--- src/rtl/tl_countdown_display_pkg.sv ---
// Shared types and segment constants for the countdown display slice.
// Optional blink gating in the top is controlled by TL_COUNT_BLINK_EN.
package tl_pkg;

    typedef enum logic [1:0] {
        IDLE,
        RUN,
        HOLD
    } state_e;

    // Active-low segments, a..g on bit0..bit6
    localparam logic [6:0] SEG_BLANK = 7'h7F;
    localparam logic [6:0] SEG_DASH  = 7'b0111111;
    localparam logic [6:0] SEG_DIGIT [10] = '{
        7'b1000000, 7'b1111001, 7'b0100100, 7'b0110000, 7'b0011001,
        7'b0010010, 7'b0000010, 7'b1111000, 7'b0000000, 7'b0010000
    };

    function automatic logic [3:0] bcd_tens(input logic [6:0] v);
        logic [6:0] t;
        t = v / 7'd10;
        return t[3:0];
    endfunction

    function automatic logic [3:0] bcd_ones(input logic [6:0] v);
        logic [6:0] t;
        t = v % 7'd10;
        return t[3:0];
    endfunction

endpackage

--- src/rtl/tl_countdown_display_if.sv ---
// Upstream-facing bundle: controller tick/phase in, display and status out.
interface tl_countdown_display_if;
    logic       tick;
    logic       phase_x;
    logic [6:0] seg;
    logic [1:0] dig_n;
    logic [6:0] secs;
    logic       zero;

    modport master (
        output tick, phase_x,
        input  seg, dig_n, secs, zero
    );

    modport slave (
        input  tick, phase_x,
        output seg, dig_n, secs, zero
    );
endinterface

--- src/rtl/tl_countdown_display_seg7_decode.sv ---
// Combinational BCD to active-low 7-segment decoder with blank override.
module seg7_decode
    import tl_pkg::*;
(
    input  logic [3:0] bcd_i,
    input  logic       blank_i,
    output logic [6:0] seg_o
);

    always_comb begin
        seg_o = SEG_BLANK;
        if (!blank_i) begin
            case (bcd_i)
                4'd0:    seg_o = SEG_DIGIT[0];
                4'd1:    seg_o = SEG_DIGIT[1];
                4'd2:    seg_o = SEG_DIGIT[2];
                4'd3:    seg_o = SEG_DIGIT[3];
                4'd4:    seg_o = SEG_DIGIT[4];
                4'd5:    seg_o = SEG_DIGIT[5];
                4'd6:    seg_o = SEG_DIGIT[6];
                4'd7:    seg_o = SEG_DIGIT[7];
                4'd8:    seg_o = SEG_DIGIT[8];
                4'd9:    seg_o = SEG_DIGIT[9];
                default: seg_o = SEG_BLANK;
            endcase
        end
    end

endmodule

--- src/rtl/tl_countdown_display.sv ---
// Phase countdown in whole seconds driving a 2-digit multiplexed 7-seg display.
// Define TL_COUNT_BLINK_EN to blank the display at 1 Hz during the last seconds of RUN.
module tl_countdown_display
    import tl_pkg::*;
#(
    parameter int unsigned TX       = 30,
    parameter int unsigned TY       = 15,
    parameter int unsigned SCAN_DIV = 1000
) (
    input  logic                  clk,
    input  logic                  rst_n,
    tl_countdown_display_if.slave bus
);

    localparam int unsigned SCW = (SCAN_DIV > 1) ? $clog2(SCAN_DIV) : 1;

    state_e           state_q, state_d;
    logic       [6:0] secs_q, secs_d;
    logic       [3:0] sub_q, sub_d;
    logic             zero_q, zero_d;
    logic             phase_q;
    logic   [SCW-1:0] scan_q, scan_d;
    logic             idx_q, idx_d;
    logic       [6:0] seg_q, seg_d;
    logic       [1:0] dig_n_q, dig_n_d;

    logic             rise, fall;
    logic       [3:0] tens, ones, dec_bcd;
    logic             dec_blank, blink;
    logic       [6:0] dec_seg;

    assign rise = bus.phase_x & ~phase_q;
    assign fall = ~bus.phase_x & phase_q;

    // A phase edge reloads and swallows any coincident tick
    always_comb begin
        state_d = state_q;
        secs_d  = secs_q;
        sub_d   = sub_q;
        if (rise || fall) begin
            secs_d  = rise ? 7'(TX) : 7'(TY);
            sub_d   = '0;
            state_d = RUN;
        end else if (bus.tick) begin
            if (sub_q == 4'd9) begin
                sub_d = '0;
                if (secs_q != '0) begin
                    secs_d = secs_q - 7'd1;
                    if (secs_q == 7'd1 && state_q == RUN) begin
                        state_d = HOLD;
                    end
                end
            end else begin
                sub_d = sub_q + 4'd1;
            end
        end
        zero_d = (state_d == HOLD);
    end

    always_comb begin
        if (scan_q == SCW'(SCAN_DIV - 1)) begin
            scan_d = '0;
            idx_d  = ~idx_q;
        end else begin
            scan_d = scan_q + SCW'(1);
            idx_d  = idx_q;
        end
    end

`ifdef TL_COUNT_BLINK_EN
    assign blink = (state_q == RUN) && (secs_q <= 7'd4) && (sub_q >= 4'd5);
`else
    assign blink = 1'b0;
`endif

    assign tens      = bcd_tens(secs_q);
    assign ones      = bcd_ones(secs_q);
    assign dec_bcd   = idx_q ? tens : ones;
    assign dec_blank = (idx_q && tens == 4'd0) || blink;

    seg7_decode u_dec (
        .bcd_i   (dec_bcd),
        .blank_i (dec_blank),
        .seg_o   (dec_seg)
    );

    // seg and dig_n both derive from idx_q so the pair always switches together
    assign seg_d   = (state_q == IDLE) ? SEG_DASH : dec_seg;
    assign dig_n_d = idx_q ? 2'b01 : 2'b10;

    always_ff @(posedge clk or negedge rst_n) begin
        if (!rst_n) begin
            state_q <= IDLE;
            secs_q  <= '0;
            sub_q   <= '0;
            zero_q  <= 1'b0;
            phase_q <= 1'b0;
            scan_q  <= '0;
            idx_q   <= 1'b0;
            seg_q   <= SEG_BLANK;
            dig_n_q <= '1;
        end else begin
            state_q <= state_d;
            secs_q  <= secs_d;
            sub_q   <= sub_d;
            zero_q  <= zero_d;
            phase_q <= bus.phase_x;
            scan_q  <= scan_d;
            idx_q   <= idx_d;
            seg_q   <= seg_d;
            dig_n_q <= dig_n_d;
        end
    end

    assign bus.seg   = seg_q;
    assign bus.dig_n = dig_n_q;
    assign bus.secs  = secs_q;
    assign bus.zero  = zero_q;

endmodule

--- src/flat_wrapper.sv ---
// flat-port wrapper written by rule: the top's interface ports become plain ports
module tl_countdown_display_flat import tl_pkg::*;
#(
    parameter int unsigned TX       = 30,
    parameter int unsigned TY       = 15,
    parameter int unsigned SCAN_DIV = 1000
)
  (clk, rst_n, bus_tick, bus_phase_x, bus_seg, bus_dig_n, bus_secs, bus_zero);
  tl_countdown_display_if bus_i ();
  input  logic clk;
  input  logic rst_n;
  input wire logic [$bits(bus_i.tick)-1:0] bus_tick;
  input wire logic [$bits(bus_i.phase_x)-1:0] bus_phase_x;
  output wire logic [$bits(bus_i.seg)-1:0] bus_seg;
  output wire logic [$bits(bus_i.dig_n)-1:0] bus_dig_n;
  output wire logic [$bits(bus_i.secs)-1:0] bus_secs;
  output wire logic [$bits(bus_i.zero)-1:0] bus_zero;
  assign bus_i.tick = bus_tick;
  assign bus_i.phase_x = bus_phase_x;
  assign bus_seg = bus_i.seg;
  assign bus_dig_n = bus_i.dig_n;
  assign bus_secs = bus_i.secs;
  assign bus_zero = bus_i.zero;
  tl_countdown_display #(.TX(TX), .TY(TY), .SCAN_DIV(SCAN_DIV)) u_core (.clk(clk), .rst_n(rst_n), .bus(bus_i));
endmodule
--- config.mk ---
export PLATFORM = sky130hd
export DESIGN_NAME = tl_countdown_display_flat
export DESIGN_NICKNAME = d
export VERILOG_FILES = /design/src/rtl/tl_countdown_display_pkg.sv /design/src/rtl/tl_countdown_display_if.sv /design/src/rtl/tl_countdown_display_seg7_decode.sv /design/src/rtl/tl_countdown_display.sv /design/src/flat_wrapper.sv
export SDC_FILE = /design/constraint.sdc
export NUM_CORES = 1
export LEC_CHECK = 0
export CORE_UTILIZATION = 39
export DETAILED_ROUTE_END_ITERATION = 8
export HOLD_SLACK_MARGIN = 0.08
export PLACE_DENSITY = 0.67
export SLEW_MARGIN = 40
export SYNTH_ARGS = -nofsm -noshare
export SYNTH_HDL_FRONTEND = slang
export SYNTH_SLANG_ARGS = --single-unit
--- constraint.sdc ---
create_clock -name clk -period 3.7 [get_ports clk]
set_input_delay 0.37 -clock clk [delete_from_list [all_inputs] [get_ports clk]]
set_output_delay 0.37 -clock clk [all_outputs]
set_load 0.005 [all_outputs]
======== Word-level counts from Yosys, hierarchy flattened ========
Memories as Yosys holds them, arrays and structs flattened.
Cells that the tools add are included.
storage, ports and cells
  output and inout port bits .............. 17
  memories kept ........................... 1
  logic and storage cells ................. 53
  ROM bits ................................ 112
  input bits .............................. 4
  flip-flop bits (word level) ............. 35
memory list
  name             depth  width  read ports  clocked after memory_dff  write ports  line                                    text
  (no name shown)  16     7      1           0                         0            tl_countdown_display_seg7_decode.sv:13  case (bcd_i)
operators by class
  reductions and logical operators ........ 10
  add/subtract/negate cells ............... 3
  div/mod/pow operators ................... 2
  bitwise operators ....................... 5
  multiplexer cells ....................... 18
  equality and inequality tests ........... 5
operators by type and width
  operator                                               count
  2-to-1 mux 7 bit                                       6
  2-to-1 mux 4 bit                                       4
  2-to-1 mux 2 bit                                       6
  adder 10 x 1 -> 10 bit (second input constant)         1
  equality test 10 bit (second input constant)           1
  2-to-1 mux 10 bit                                      1
  divider 7 x 4 -> 7 bit (second input constant)         1
  equality test 7 x 1 -> 1 bit (second input constant)   1
  remainder unit 7 x 4 -> 7 bit (second input constant)  1
  nonzero test 7 bit                                     1
  subtractor 7 x 1 -> 7 bit (second input constant)      1
  nonzero test 2 bit                                     3
  2-to-1 mux 5 bit                                       1
  adder 4 x 1 -> 4 bit (second input constant)           1
  equality test 4 bit (second input constant)            1
  logical NOT 4 bit                                      1
  NOT 1 bit                                              3
  AND reduction 3 bit                                    1
  AND 1 bit                                              2
  equality test 2 x 1 -> 1 bit (second input constant)   1
  equality test 2 bit (second input constant)            1
  logical AND 1 bit                                      2
  logical NOT 2 bit                                      1
  logical OR 1 bit                                       1

======== Logic depth before layout (Yosys ltp) ========
Gate-level depths: netlist (run 1).
  word-level depth ........................ 8
  mapped depth ............................ 15
  gate-level depth less buffers ........... 14

======== By module ========
From an unflattened synthesis (run 1), not the netlist that was laid out.
second synthesis, totals
  cell total of the unflattened synthesis .. 274
  area total of the unflattened synthesis .. 2456.1 um^2
modules (own cells, without submodules)
  module                area an instance (um^2)  sequential area each (um^2)  cells each  instances
  tl_countdown_display  2220.9                   887.1                        241         1
  seg7_decode           235.2                    0.0                          33          1

======== Worst setup path before layout (run 1) ========
No wires, ideal clock.
  path type ............................... register -> register
  from .................................... reg u_core.secs_q[4], in the netlist u_core.bus.secs[4]
  to ...................................... reg u_core.seg_q[4], in the netlist u_core.bus.seg[4]
  path buffers ............................ 1
  path slack .............................. 843 ps
  data required time ...................... 3626 ps
  cell stages (with the launch flop) ...... 16
  setup time .............................. 74 ps
  clock period less this slack ............ 2857 ps
  arrival time ............................ 2782 ps
  cells stage by stage .................... dfrtp_1 > buf_4 > nand2b_1 > nand2_1 > o22ai_1 > a21oi_1 > ha_1 > a221oi_2 > a211oi_2 > xnor2_1 > o21a_1 > clkinv_1 > ha_1 > nor3_1 > a211oi_1 > o21ai_1
between the ends
  longest elaborated chain between the ends .. 5
  elaborated cells between the ends (all ways) .. 8
  classes of those cells .................. div: 2; mux: 3; reduce/logical: 2; memory: 1
RTL lines
  what                                                                            line                                                            text
  start: declaration                                                              tl_countdown_display.sv:18                                      logic [6:0] secs_q, secs_d;
  start signal: assignment                                                        tl_countdown_display.sv:104                                     secs_q <= secs_d;
  remainder unit 7 x 4 -> 7 bit / divider 7 x 4 -> 7 bit (equally long branches)  tl_countdown_display_pkg.sv:27, tl_countdown_display_pkg.sv:21
  2-to-1 mux 4 bit / logical NOT 4 bit (equally long branches)                    tl_countdown_display.sv:78, tl_countdown_display.sv:79
  memory read (16 x 7 bit) / logical AND 1 bit (equally long branches)            n/a
  2-to-1 mux 7 bit *                                                              tl_countdown_display_seg7_decode.sv:12                          if (!blank_i) begin
  2-to-1 mux 7 bit *                                                              tl_countdown_display.sv:88                                      assign seg_d = (state_q == IDLE) ? SEG_DASH : dec_seg;
  net u_core.seg_d[4]                                                             tl_countdown_display.sv:24                                      logic [6:0] seg_q, seg_d;
  end signal: assignment                                                          tl_countdown_display.sv:110                                     seg_q <= seg_d;
  end: declaration                                                                tl_countdown_display.sv:24
Mark *: on every way through the listed nets, which the timed path passes. The rest lies on a longest branch.
A chain may end at the register's enable or synchronous reset.

======== Worst setup path in the final report (run 1) ========
  from .................................... reg u_core.secs_q[3], in the netlist u_core.bus.secs[3]
  to ...................................... reg u_core.seg_q[4], in the netlist u_core.bus.seg[4]
The elaborated chain is that of the path after synthesis.

==> results.cfg, run 1 <==
[outcome]
status = completed

[logic_synthesis]
synth_compound_gate_area_share = 0.148
synth_top_family_by_area = simple AND/OR/NAND/NOR gates
yosysTopAreaCell = dfrtp_1
synth-warning-count = 0
async_flop_share = 1.00
yosys.area_share.simple = 0.218
syn_area_sq_mm = 0.00223
synth_fa_ha_area_frac = 0.0784
synth.area.top_cells = dfrtp_1, dfstp_2, ha_1
ys_seq_area_frac = 0.397
synthMuxAreaShare = 0.0549
synth_edf_count = 0
syn_nets = 249
syn_inst = 231
ys.flop_type = dfrtp_1
synth_seq_cells = 35
synth_area_per_cell_sq_um = 9.67
synth_top_area_share = 0.291
synth_xor_area_frac = 0.0627
synth_cell_type_count = 52

[critical_path]
r2r_slack_ns = 0.41
crit_fanout = 14
arrival_ns = 3.50
timing.rr.start = u_core.bus.secs[3]
critPathKind = reg2reg
r2r_cells = 14
endpoint_kind = flip-flop
start_kind = flip-flop
required_ns = 3.91
r2r_end = u_core.bus.seg[4]

[routing]
routed_via_density = 5.12
wl_mm = 4.02
first_pass_iters = 4
remaining_drc_errors = 0
wl_per_cell_microns = 12.4
ant_nets = 0
drtIter0Drc = 73
via_count = 1660

[cells_and_area]
drive_above_1_share = 0.119
layout_common_cells = dfrtp_1, nor2_1, nand2_1, clkdlybuf4s50_1, ha_1
area_growth_pct = 15.0
nets = 269
fill_cells = 519
diodes = 0
layout_commonest_cell = dfrtp_1
finalNonFillerCells = 324
multiInputGateArea_sq_mm = 0.00126
seq_area_sq_um = 887

[grt]
grt_pass1_wl_mm = 6.88
grt-ovfl-total = 0
antenna_found_initial = 0
grt_usage = 0.143
grt_pass1_vias = 1492
grt_max_degree = 36

[cts]
cts_sinks = 35
clock_path_buffers = 2
clockRootBuffer = clkbuf_8
cts.clk_slew.worst_paths_ns = 0.07
clock_latency_ns = 0.28
htree_levels = 2
hold_buffers = 0
cts_resized = 0
cts_buffers = 5
postCtsSetupRepairBufs = 0
cts_tree = yes

[pwr]
p_int_mw = 0.619
power_frac_seq = 0.513
power_mw = 0.832
p_switching_mw = 0.213
p_leak_nw = 1.06
pwr-share-clk = 0.315
powerDensity_mw_per_mm2 = 324
ir_worst_vdd_mv = 0.246
combPwrFrac = 0.172
p_sw_frac = 0.257

[placement]
io_buffers = 20
dp_slack_ns = 0.473
gp_congestion = 0.881
dp_hpwl_mm = 2.90
placed_cells = 316

[sta]
hold_violations = 0
drv_slew = 0
worst_slew_pin_slew_ns = 0.766
rsz0062_at_grt = false
min_period_ns = 3.29
post-route-period-util = 0.889
slew_headroom = 0.485
setup_tns_ns = 0
finalSetupViolCount = 0
fin_ws_ns = 0.410
fmax_ghz = 0.304
clock_skew_ns = 0.00385

[floorplan]
dieArea_sq_mm = 0.00603
ios = 21
initial_core_util = 0.406
die_w_microns = 77.7
coreArea_sq_mm = 0.00551
num_rows = 27
die_y_microns = 77.7

[run]
cap_violations = 0

[worst_hold_path]
min_path_type = in2async
[Yosys cell counts, types with 7 or more instances]
cell,count
dfrtp_1,26
nor2_1,22
nand2_1,20
ha_1,14
xnor2_1,12
a21oi_1,10
nand3_1,10
dfstp_2,9
inv_1,9
nor3_1,8
o21ai_0,8
mux2i_1,7
nor2b_1,7
[worst max-delay path by stage]
stage	from	endpoint	slack, ns	cells after the start
5_1_grt	u_core.bus.secs[3]	u_core.bus.seg[4]	0.09	14
3_5_place_dp	u_core.bus.secs[3]	u_core.bus.seg[4]	0.47	14
3_3_place_gp	u_core.bus.secs[3]	u_core.bus.seg[4]	0.57	14
2_1_floorplan	u_core.bus.secs[4]	u_core.bus.seg[4]	0.84	15
6_report	u_core.bus.secs[3]	u_core.bus.seg[4]	0.41	14
4_1_cts	u_core.bus.secs[3]	u_core.bus.seg[4]	0.46	14
[power by group through the flow]
stage | Clock [mW] | Sequential [mW] | Combinational [mW]
3_3_place_gp | 0 | 0.433 | 0.143
3_5_place_dp | 0 | 0.433 | 0.144
6_report | 0.262 | 0.426 | 0.143
5_1_grt | 0.295 | 0.430 | 0.160
4_1_cts | 0.273 | 0.426 | 0.145
2_1_floorplan | 0 | 0.429 | 0.0922
[per-layer routing]
layer | vias up | share of wire | global-route usage
li1 | 849 | - | -
met5 | - | 0 | 0
met1 | 767 | 0.53 | 0.211
met4 | 0 | 0.0077 | 0.0340
met2 | 40 | 0.42 | 0.212
met3 | 4 | 0.044 | 0.0318
[layout make-up]
cell class	count	share of cell area
Clock buffer	6	0.0283
Clock inverter	2	0.00487
Inverter	11	0.0161
Multi-Input combinational cell	177	0.489
Sequential cell	35	0.346
Tap cell	72	0.0351
Timing Repair Buffer	21	0.0809
[registers in the layout (all words and copies together), names as in the netlist]
register          flops
u_core.state_q        2
u_core.sub_q          4
u_core.scan_q        10
u_core.idx_q          1
u_core.bus.zero       1
u_core.phase_q        1
u_core.bus.dig_n      2
u_core.bus.secs       7
u_core.bus.seg        7
[cell families (layout without fill, tap and decap cells)]
group | Yosys count | in the layout
and+or+nand+nor | 90 | 90
xor gates and xnor gates | 16 | 16
buffers and inverters | 19 | 40
adders and majority gates | 14 | 14
muxes | 10 | 10
DFF | 35 | 35
AOI/OAI and AO/OA | 47 | 47
[worst max-delay path: stages, from the launching register on]
cell and delay, ns:
dfrtp_1 0.53, and2b_4 0.36, xnor2_1 0.12, o22ai_1 0.09
a21oi_1 0.17, ha_1 0.21, a221oi_2 0.05, a211oi_2 0.39
xnor2_1 0.18, o21a_1 0.27, clkinv_1 0.18, ha_1 0.25
nor3_1 0.19, a211oi_1 0.07, o21ai_1 0.15
[per-stage QoR]
| stage | hold WS [ns] | utilization | area [sq um] |
|---|---|---|---|
| after floorplan | 0.0744 | - | 2230 |
| after global placement | 0.473 | 0.451 | 2480 |
| after detailed placement | 0.476 | 0.451 | 2480 |
| after CTS | 0.487 | 0.466 | 2570 |
| after global routing | 0.505 | 0.466 | 2570 |
| final | 0.488 | 0.466 | 2570 |
Power figures use the tool's default switching activity.
==> run 2: changes to the inputs <==
ABC_AREA = 1   (was not set)
CORE_UTILIZATION = 41   (was 39)
PLACE_DENSITY = 0.69   (was 0.67)
==> run 2 against run 1 <==
Effect of this change:
- cell area rose by 0.39%
- register-to-register slack improved by 0.34 ns
- worst setup slack improved by 0.34 ns
- sequential cell count did not move
- clock-buffer cell count did not move
- critical path depth rose by 9
- wire length rose by 2.0%
- clock skew rose by 0.0014 ns
- global-route usage rose by 2.6 points
- sequential share of layout area fell by 0.13 points
- combinational power rose by 110%
- critical path type unchanged
==> results.cfg, run 2 <==
[logic_synthesis]
synth_top_family_by_area = simple AND/OR/NAND/NOR gates
ys.flop_type = dfrtp_1
synth_fa_ha_area_frac = 0.0797
synth_common_cells = nand2_1, inv_1, dfrtp_1, nand3_1, nor2_1
synth_compound_gate_area_share = 0.0780
synth_edf_count = 0
syn_area_sq_mm = 0.00220
synth_cell_type_count = 34
ys_seq_area_frac = 0.404
syn_nets = 286
yosys.area_share.simple = 0.331
synth-warning-count = 0
synth_xor_area_frac = 0.0199
async_flop_share = 1.00
synth_top_area_share = 0.296
synth_seq_cells = 35
yosysTopAreaCell = dfrtp_1
synth.area.top_cells = dfrtp_1, dfstp_2, ha_1
syn_inst = 268
synthMuxAreaShare = 0.00455
synth_area_per_cell_sq_um = 8.20
synth.most_common_cell = nand2_1

[critical_path]
r2r_cells = 23
r2r_end = u_core.bus.seg[3]
crit_fanout = 5
endpoint_kind = flip-flop
critPathLaunch = u_core.bus.secs[5]
worstSetupEndpoint = u_core.bus.seg[3]
critPathKind = reg2reg
arrival_ns = 3.15
r2r_slack_ns = 0.75
required_ns = 3.90
start_kind = flip-flop
timing.rr.start = u_core.bus.secs[5]

[sta]
fmax_ghz = 0.339
drv_slew = 0
hold_violations = 0
setup_tns_ns = 0
whs_ns = 0.457
post-route-period-util = 0.798
slew_headroom = 0.710
worst_slew_pin_slew_ns = 0.435
clock_skew_ns = 0.00522
min_period_ns = 2.95
rsz0062_at_grt = false
finalSetupViolCount = 0

[floorplan]
num_rows = 26
dieArea_sq_mm = 0.00566
coreArea_sq_mm = 0.00514
initial_core_util = 0.428
die_w_microns = 75.2
ios = 21
die_y_microns = 75.2

[run]
cap_violations = 0

[placement]
dp_hpwl_mm = 3.14
gp_congestion = 0.893
io_buffers = 20

[cts]
cts_buffers = 5
hold_buffers = 0
cts_tree = yes
htree_levels = 2
cts_sinks = 35
clock_path_buffers = 2
postCtsSetupRepairBufs = 0
cts.clk_slew.worst_paths_ns = 0.07
clockRootBuffer = clkbuf_8
clock_latency_ns = 0.28
cts_resized = 0

[cells_and_area]
multiInputGateArea_sq_mm = 0.00113
fin_util = 0.501
layout_commonest_cell = nand2_1
layout_common_cells = nand2_1, inv_1, nand3_1, dfrtp_1
diodes = 0
fill_cells = 524
regMostFlops = u_core.scan_q
seq_area_sq_um = 887
drive_above_1_share = 0.189
nets = 313
area_growth_pct = 17.2
largest_register_ffs = 10

[routing]
drtIter0Drc = 50
ant_nets = 0
via_count = 1770
wl_mm = 4.10
routed_via_density = 4.84
first_pass_iters = 4
remaining_drc_errors = 0
wl_per_cell_microns = 11.2

[grt]
grt-ovfl-total = 0
met2_usage = 0.277
grt_use_met3 = 0.0482
antenna_found_initial = 0
met1_usage = 0.228
grt.busiest_layer = met2
grt_max_degree = 36
grt_pass1_vias = 1679
grt_usage = 0.170
grt_pass1_wl_mm = 7.33

[pwr]
power_mw = 1.03
p_leak_nw = 1.25
ir_worst_vdd_mv = 0.176
powerDensity_mw_per_mm2 = 401

[worst_hold_path]
min_path_type = reg2reg
hold_depth = 1

[outcome]
status = completed
run 2: metal layers:
metal | vias to the layer above | wire [microns]
met3 | 2 | 159
met5 | - | 0
met4 | 0 | 13
met1 | 811 | 2020
met2 | 31 | 1910
li1 | 926 | -
run 2: worst max-delay path: stages (launching register included):
cell and delay [ns]:
dfrtp_1 0.40, inv_1 0.13, nand2_1 0.11, nor2_1 0.16, inv_2 0.08, nand3_2 0.10
nand3_2 0.13, nand2_4 0.10, nand2_4 0.06, nand2_2 0.07, nand2_1 0.07, inv_1 0.06
ha_1 0.13, inv_1 0.05, nand3_2 0.10, nand3_2 0.10, inv_1 0.09, nand2_1 0.05
o21ai_1 0.20, inv_1 0.12, ha_1 0.29, nand3_1 0.09, nand3_1 0.10, nand4_1 0.08
run 2: logic make-up after synthesis:
family	Yosys count
compound gates	27
xor+xnor	5
mux	1
simple gates	138
fa+ha+maj	14
buf+inv	48
flops	35
run 2: layout make-up:
type	count	share of cell area
Inverter	46	0.0680
Clock inverter	2	0.00485
Timing Repair Buffer	22	0.0835
Clock buffer	6	0.0282
Tap cell	70	0.0340
Sequential cell	35	0.344
Multi-Input combinational cell	185	0.437
run 2: how the worst min path moves through the flow:
stage / start / endpoint / slack [ns]
after floorplan: rst_n / u_core.bus.secs[0] / 0.07
after global placement: u_core.scan_q[0] / u_core.scan_q[0] / 0.44
after detailed placement: u_core.scan_q[0] / u_core.scan_q[0] / 0.45
after CTS: u_core.scan_q[0] / u_core.scan_q[0] / 0.46
after global routing: u_core.scan_q[0] / u_core.scan_q[0] / 0.49
final: u_core.scan_q[0] / u_core.scan_q[0] / 0.46
run 2: power by group:
part | leakage [nW] | internal (mW) | switching [mW] | total (mW)
combinational | 0.794 | 0.140 | 0.156 | 0.296
clock | 0.0412 | 0.132 | 0.141 | 0.273
sequential | 0.416 | 0.446 | 0.0180 | 0.464
total | 1.25 | 0.718 | 0.315 | 1.03
run 2: stage by stage:
step,setup WS [ns],cell area [sq um],std cells
floorplan,1.06,2200,268
global placement,0.867,2490,358
detailed placement,0.766,2490,358
CTS,0.748,2580,366
global route,0.424,2580,366
finish,0.747,2580,366
